## src/rtl/temp_entry_ctrl.sv

```systemverilog
// temp_entry_ctrl: debounced three-digit BCD setpoint entry with clamp, valid/ack handoff and idle abort.
module temp_entry_ctrl #(
    parameter int DEBOUNCE_CYCLES = 16,
    parameter int TIMEOUT_CYCLES  = 1000,
    parameter int MAX_TEMP        = 250
) (
    input  logic       clk,
    input  logic       rst,
    input  logic       key_n,
    input  logic [3:0] digit_in,
    output logic [3:0] cur_digit,
    output logic [2:0] state,
    output logic [3:0] digit_ones,
    output logic [3:0] digit_tens,
    output logic [3:0] digit_huns,
    output logic [9:0] setpoint,
    output logic       setpoint_valid,
    input  logic       setpoint_ack,
    output logic       busy,
    output logic       aborted
);
    localparam int DW = $clog2(DEBOUNCE_CYCLES + 1);
    localparam int TW = $clog2(TIMEOUT_CYCLES + 1);

    typedef enum logic [2:0] {ONES = 3'd0, TENS = 3'd1, HUNS = 3'd2, CALC = 3'd3, HOLD = 3'd4} state_t;

    state_t        state_q, state_d;
    logic          s1_q, s1_d, s2_q, s2_d, deb_q, deb_d, press_q, press_d;
    logic [DW-1:0] dcnt_q, dcnt_d;
    logic [TW-1:0] idle_q, idle_d;
    logic [3:0]    ones_q, ones_d, tens_q, tens_d, huns_q, huns_d;
    logic [9:0]    setpoint_q, setpoint_d, sum;
    logic          valid_q, valid_d, aborted_q, aborted_d;

    assign cur_digit      = (digit_in > 4'd9) ? 4'd9 : digit_in;
    assign state          = state_q;
    assign digit_ones     = ones_q;
    assign digit_tens     = tens_q;
    assign digit_huns     = huns_q;
    assign setpoint       = setpoint_q;
    assign setpoint_valid = valid_q;
    assign aborted        = aborted_q;
    assign busy           = (state_q == TENS) || (state_q == HUNS) || (state_q == CALC) || (state_q == HOLD);
    assign sum            = 10'(huns_q) * 10'd100 + 10'(tens_q) * 10'd10 + 10'(ones_q);

    always_comb begin
        s1_d       = key_n;
        s2_d       = s1_q;
        deb_d      = deb_q;
        dcnt_d     = '0;
        press_d    = 1'b0;
        state_d    = state_q;
        ones_d     = ones_q;
        tens_d     = tens_q;
        huns_d     = huns_q;
        setpoint_d = setpoint_q;
        valid_d    = valid_q;
        aborted_d  = 1'b0;
        idle_d     = '0;
        // Only a press edge (1->0 of the debounced level) produces a pulse.
        if (s2_q != deb_q) begin
            if (dcnt_q == DW'(DEBOUNCE_CYCLES - 1)) begin
                deb_d   = s2_q;
                press_d = !s2_q;
            end else begin
                dcnt_d = dcnt_q + 1'b1;
            end
        end
        case (state_q)
            ONES: if (press_q) begin
                ones_d  = cur_digit;
                state_d = TENS;
            end
            TENS, HUNS: begin
                if (press_q) begin
                    if (state_q == TENS) tens_d = cur_digit;
                    else huns_d = cur_digit;
                    state_d = (state_q == TENS) ? HUNS : CALC;
                end else if (idle_q == TW'(TIMEOUT_CYCLES - 1)) begin
                    state_d   = ONES;
                    ones_d    = '0;
                    tens_d    = '0;
                    huns_d    = '0;
                    aborted_d = 1'b1;
                end else begin
                    idle_d = idle_q + 1'b1;
                end
            end
            CALC: begin
                setpoint_d = (sum > 10'(MAX_TEMP)) ? 10'(MAX_TEMP) : sum;
                valid_d    = 1'b1;
                state_d    = HOLD;
            end
            HOLD: if (setpoint_ack) begin
                valid_d = 1'b0;
                state_d = ONES;
            end
            default: state_d = ONES;
        endcase
    end

    always_ff @(posedge clk or posedge rst) begin
        if (rst) begin
            s1_q       <= 1'b1;
            s2_q       <= 1'b1;
            deb_q      <= 1'b1;
            press_q    <= 1'b0;
            dcnt_q     <= '0;
            idle_q     <= '0;
            state_q    <= ONES;
            ones_q     <= '0;
            tens_q     <= '0;
            huns_q     <= '0;
            setpoint_q <= '0;
            valid_q    <= 1'b0;
            aborted_q  <= 1'b0;
        end else begin
            s1_q       <= s1_d;
            s2_q       <= s2_d;
            deb_q      <= deb_d;
            press_q    <= press_d;
            dcnt_q     <= dcnt_d;
            idle_q     <= idle_d;
            state_q    <= state_d;
            ones_q     <= ones_d;
            tens_q     <= tens_d;
            huns_q     <= huns_d;
            setpoint_q <= setpoint_d;
            valid_q    <= valid_d;
            aborted_q  <= aborted_d;
        end
    end
endmodule
```

## config.mk

```make
export PLATFORM = sky130hd
export DESIGN_NAME = temp_entry_ctrl
export DESIGN_NICKNAME = d
export VERILOG_FILES = /design/src/rtl/temp_entry_ctrl.sv
export SDC_FILE = /design/constraint.sdc
export NUM_CORES = 1
export LEC_CHECK = 0
export CAP_MARGIN = 20
export CORE_MARGIN = 4
export CORE_UTILIZATION = 35
export DETAILED_ROUTE_END_ITERATION = 8
export SYNTH_ARGS = -nofsm -noshare
export SYNTH_HDL_FRONTEND = slang
export SYNTH_SLANG_ARGS = --single-unit
```

## constraint.sdc

```tcl
create_clock -name clk -period 7.8 [get_ports clk]
set_input_delay 1.56 -clock clk [delete_from_list [all_inputs] [get_ports clk]]
set_output_delay 1.56 -clock clk [all_outputs]
set_load 0.02 [all_outputs]
```

# After elaboration in Yosys (flattened, before gate mapping)
# Cells that the tools add are included.
# totals
regBits,46
in_bits,8
out_inout_bits,32
elab_cells,78
# op_classes
n_addsub,4
multipliers,2
magnitude_cmp,2
eq_ne,14
n_mux,28
n_reduce_logical,15
# ops
op,count
$mux 10,4
$mux 4,8
$mux 3,4
$pmux 3 s4,1
$add 10x1->10 const B,1
$add 10x4->10,1
$add 10x8->10,1
$eq 10x10->1 const B,1
$gt 10x8->1 const B,1
$mux 5,2
$ne 2x2->1 const B,5
$reduce_and 3->1,3
$mul 4x5->8 const B,1
$pmux 4 s2,1
$mul 4x3->7 const B,1
$mux 1,7
$eq 3x2->1 const B,2
$reduce_bool 2->1,3
$add 5x1->5 const B,1
$eq 5x4->1 const B,1
$gt 4x4->1 const B,1
$reduce_and 2->1,2
$reduce_and 4->1,1
$eq 3x1->1 const B,1
other kinds (9),11

# Longest topological paths before layout
# logic_depth
depth_word,5
depth_mapped,11
ltp_nobuf,11

# Worst setup path after synthesis
# Ideal clock, no wire load.
# synth_timing
path_kind,input port to output port
from,input digit_in[1]
to,output cur_digit[1]
arrival_ns,1.887
t_required_ns,6.240
slack_ns,4.353
cell_stages,1
n_path_buf,0
cell_sequence,nor2b_1
# synth_between
elab_chain_len,2
# synth_lines
element,line,text
"start, declared",10,"input logic [3:0] digit_in,"
$gt 4x4->1,35,assign cur_digit = (digit_in > 4'd9) ? 4'd9 : digit_in;
$mux 4 *,35,
"end, declared",11,"output logic [3:0] cur_digit,"
# Every way passes the cells marked *; elsewhere a longest branch is shown, timed or not.

# Worst setup path after layout
# layout_timing
from,input digit_in[3]
to,output cur_digit[0]
# layout_between
elab_chain_len,2
# layout_lines
element,line
$gt 4x4->1,35
$mux 4,35
# Every way passes these cells.

==> metrics.txt <==
# TYPE chip_impl_metric gauge
chip_impl_metric{name="layout_min_cycle_time",unit="ns"} 4.53
chip_impl_metric{name="vdd_drop_max",unit="mV"} 0.0726
chip_impl_info{name="holdCritPathClass",value="flip-flop to flip-flop"} 1
chip_impl_info{name="crit_start",value="digit_in[3]"} 1
chip_impl_metric{name="timing_hold_violations_final",unit=""} 0
chip_impl_metric{name="max_cap_violations",unit=""} 0
chip_impl_metric{name="layout-area-overhead-vs-synth",unit="%"} 22.6
chip_impl_metric{name="yosysUniqueCellTypes",unit=""} 47
chip_impl_metric{name="synthesis.yosys.warnings",unit=""} 0
chip_impl_metric{name="synth.cell_area",unit="µm²"} 2680
chip_impl_metric{name="flip_flop_and_latch_count_after_synthesis",unit=""} 46
chip_impl_info{name="worstReg2RegStart",value="digit_tens[1]"} 1
chip_impl_metric{name="cp.arrival",unit="ns"} 2.97
chip_impl_metric{name="routabilityCongestion",unit=""} 0.810
chip_impl_metric{name="antenna_violating_nets_post_route",unit=""} 0
chip_impl_metric{name="vias",unit=""} 1985
chip_impl_info{name="busiest_layer",value="met2"} 1
chip_impl_metric{name="die_width",unit="µm"} 95.6
chip_impl_metric{name="critPathMaxFanout",unit=""} 7
chip_impl_metric{name="fmax",unit="MHz"} 221
chip_impl_metric{name="via_count_of_the_first_global_routing_pass",unit=""} 2036
chip_impl_metric{name="diodes",unit=""} 0
chip_impl_metric{name="buffer_ports.inserted",unit=""} 39
chip_impl_metric{name="netlist_instances",unit=""} 253
chip_impl_metric{name="core-area",unit="µm²"} 7370
chip_impl_metric{name="largest_net_degree_at_the_start_of_global_routing",unit=""} 47
chip_impl_metric{name="p_per_area",unit="nW/µm²"} 127
chip_impl_metric{name="design.die.area",unit="µm²"} 9130
chip_impl_metric{name="period_share",unit=""} 0.581
chip_impl_metric{name="worst_margin_slew",unit="ns"} 0.634
chip_impl_metric{name="numClockSinks",unit=""} 46
chip_impl_info{name="status",value="finished, final reports clean"} 1
chip_impl_metric{name="instances_no_fill",unit=""} 395
chip_impl_metric{name="htreeDepth",unit=""} 2
chip_impl_metric{name="worstPathRequired",unit="ns"} 6.24
chip_impl_metric{name="total_wirelength_of_the_detailed_routed_design",unit="µm"} 5330
chip_impl_metric{name="total_switching_power",unit="µW"} 90.1
chip_impl_metric{name="setup_viol",unit=""} 0
chip_impl_metric{name="placement.cell_area",unit="µm²"} 3190
chip_impl_metric{name="sw_frac_of_total",unit=""} 0.215
chip_impl_metric{name="fraction_of_met1_tracks_used_by_global_routing",unit=""} 0.159
chip_impl_metric{name="cts_repair_resize_count",unit=""} 0
chip_impl_metric{name="first_pass_grt_wire_length",unit="µm"} 9360
chip_impl_metric{name="seqPwrFrac",unit=""} 0.576
chip_impl_metric{name="layout.core_utilization",unit=""} 0.447
chip_impl_metric{name="intPower",unit="µW"} 329
chip_impl_metric{name="initial_utilization",unit=""} 0.364
chip_impl_metric{name="post_cts_buffers",unit=""} 0
chip_impl_metric{name="seq_area_frac_synth",unit=""} 0.430
chip_impl_metric{name="fin_nets",unit=""} 333
chip_impl_metric{name="reg2reg_slack",unit="ns"} 4.23
chip_impl_metric{name="maxSlewHeadroom",unit=""} 0.572
chip_impl_info{name="holdCritStartpoint",value="s1_q"} 1
chip_impl_metric{name="fin_skew",unit="ns"} 0.0139
chip_impl_metric{name="postSynthAreaPerCell",unit="µm²"} 10.6
chip_impl_metric{name="detailedPlacementHpwl",unit="µm"} 4160
chip_impl_metric{name="number_of_enable_type_register_cells_in_the_synthesized_netlist",unit=""} 0
chip_impl_metric{name="rows",unit=""} 31
chip_impl_metric{name="overflow",unit=""} 0
chip_impl_metric{name="die_y",unit="µm"} 95.6
chip_impl_metric{name="insertion_delay",unit="ns"} 0.30
chip_impl_info{name="cts.root.buffer_cell",value="sky130_fd_sc_hd__clkbuf_8"} 1
chip_impl_metric{name="dp.cells",unit=""} 387
chip_impl_metric{name="synth-async-reset-ratio",unit=""} 1.00
chip_impl_info{name="layout_commonest_cell",value="sky130_fd_sc_hd__dfrtp_1"} 1
chip_impl_info{name="path_class",value="primary input to output port"} 1
chip_impl_info{name="critical_path.startpoint_type",value="primary input"} 1
chip_impl_metric{name="antenna_violations_before_repair",unit=""} 0
chip_impl_metric{name="synth_fp_nets",unit=""} 291
chip_impl_metric{name="met3_usage",unit=""} 0.0284
chip_impl_metric{name="proportion_of_power_drawn_by_combinational_gates",unit=""} 0.041
chip_impl_metric{name="post_route_cells_drive_above_1_share",unit=""} 0.111
chip_impl_info{name="cts_tree",value="done"} 1
chip_impl_metric{name="final_slew_violations",unit=""} 0
chip_impl_metric{name="cts.clk_slew.worst_paths",unit="ns"} 0.08
chip_impl_metric{name="setup_tns",unit="ns"} 0
chip_impl_metric{name="grt_usage",unit=""} 0.129
chip_impl_metric{name="detail_route.iter0.violations",unit=""} 85
chip_impl_metric{name="boundaryPins",unit=""} 40
chip_impl_metric{name="power.share.clock",unit=""} 0.383
chip_impl_metric{name="leakagePower",unit="µW"} 0.00149
chip_impl_info{name="end_kind",value="output port"} 1
chip_impl_info{name="unrepaired_setup_endpoints_after_global_routing",value="no"} 1
chip_impl_info{name="synth_top_flop_cell",value="sky130_fd_sc_hd__dfrtp_1"} 1
chip_impl_metric{name="clock_tree.buffer_depth",unit=""} 2
chip_impl_metric{name="routedWlPerCell",unit="µm"} 13.5
chip_impl_metric{name="global_route.usage.met2",unit=""} 0.231
chip_impl_metric{name="route.detailed.vias_per_inst",unit=""} 5.03
chip_impl_metric{name="drt_pre_antenna_iters",unit=""} 4
chip_impl_info{name="mostFrequentLayoutCells",value="sky130_fd_sc_hd__dfrtp_1, sky130_fd_sc_hd__clkdlybuf4s50_1, sky130_fd_sc_hd__nor2_1, sky130_fd_sc_hd__ha_1, sky130_fd_sc_hd__a21oi_1"} 1
chip_impl_metric{name="cts_hold_buffers",unit=""} 0
chip_impl_metric{name="post-route-drc-count",unit=""} 0
chip_impl_metric{name="cts_buffer_count",unit=""} 5
chip_impl_metric{name="final_area",unit="µm²"} 3290
synthesized netlist by cell type, types with 3 or more instances:
cell                       count  area share
sky130_fd_sc_hd__a21oi_1      15       0.028
sky130_fd_sc_hd__a22o_1        4       0.013
sky130_fd_sc_hd__nor3_1        3      0.0056
sky130_fd_sc_hd__nand3_1      14       0.026
sky130_fd_sc_hd__nor2b_1       7       0.016
sky130_fd_sc_hd__o22a_2        3       0.011
sky130_fd_sc_hd__o21ai_0       6       0.011
sky130_fd_sc_hd__clkbuf_1      4      0.0056
sky130_fd_sc_hd__inv_1        15       0.021
sky130_fd_sc_hd__xnor2_1      10       0.033
sky130_fd_sc_hd__nor2_1       25       0.035
sky130_fd_sc_hd__and3_1        3      0.0070
sky130_fd_sc_hd__ha_1         25        0.12
sky130_fd_sc_hd__o21a_1        3      0.0084
sky130_fd_sc_hd__mux2_2        9       0.038
sky130_fd_sc_hd__fa_1          5       0.037
sky130_fd_sc_hd__dfstp_2       3       0.029
sky130_fd_sc_hd__xor2_1        6       0.020
sky130_fd_sc_hd__nand2b_1      3      0.0070
sky130_fd_sc_hd__nor3b_1       3      0.0084
sky130_fd_sc_hd__dfrtp_1      43        0.40
sky130_fd_sc_hd__nand2_1      13       0.018
per-stage QoR:
step,hold slack (ns),power [µW],worst slack (ns)
finish,0.361,420,3.27
global route,0.366,439,3.21
CTS,0.363,427,3.27
detailed placement,0.349,264,3.28
global placement,0.346,264,3.29
floorplan,0.345,255,4.35
power by group through the flow:
stage / Clock (µW) / Sequential [µW] / Combinational (µW)
3_5_place_dp: 0 / 246 / 17.7
3_3_place_gp: 0 / 246 / 17.3
5_1_grt: 178 / 242 / 19.4
2_1_floorplan: 0 / 246 / 8.96
6_report: 161 / 242 / 17.0
4_1_cts: 168 / 242 / 17.7
final timing paths:
path / end / depth (start not counted)
max: cur_digit[0] / 4
min reg2reg: s2_q / 0
min: s2_q / 0
min in group asynchronous: setpoint[9] / 3
max in group asynchronous: idle_q[7] / 3
max reg2reg: setpoint[1] / 10
critical path, stage by stage:
cell,delay [ns]
sky130_fd_sc_hd__clkdlybuf4s50_1,0.58
sky130_fd_sc_hd__o21ai_0,0.12
sky130_fd_sc_hd__nand2b_1,0.10
sky130_fd_sc_hd__clkdlybuf4s50_1,0.61
metal layers:
layer | part of all wire | routed length [µm]
met1 | 0.45 | 2390
met2 | 0.50 | 2690
met3 | 0.039 | 206
met4 | 0.0092 | 49
met5 | 0 | 0
registers in the layout, summed over array words and instances, names as in the netlist, 3 cells and up:
name	flops
setpoint	10
state	3
dcnt_q	5
digit_huns	4
idle_q	10
digit_tens	4
digit_ones	4
area by class of cell:
| class | count | area, µm² |
|---|---|---|
| fillers | 732 | 4080 |
| multi-input cells | 187 | 1450 |
| flip-flops and latches | 46 | 1150 |
| repair buffers | 40 | 398 |
| well taps | 99 | 124 |
| clock buffers | 7 | 96.3 |
| inverters | 15 | 56.3 |
| clock inverters | 1 | 8.76 |
kinds of logic (layout without fill, tap and decap cells):
family / Yosys count / in the layout / synth area share
simple gates: 84 / 84 / 0.164
compound gates: 47 / 47 / 0.125
flops: 46 / 46 / 0.430
fa+ha+maj: 30 / 30 / 0.154
buf+inv: 20 / 63 / 0.0284
xor+xnor: 16 / 16 / 0.0522
mux: 10 / 10 / 0.0462
No activity file was read; power rests on OpenSTA's default activity.
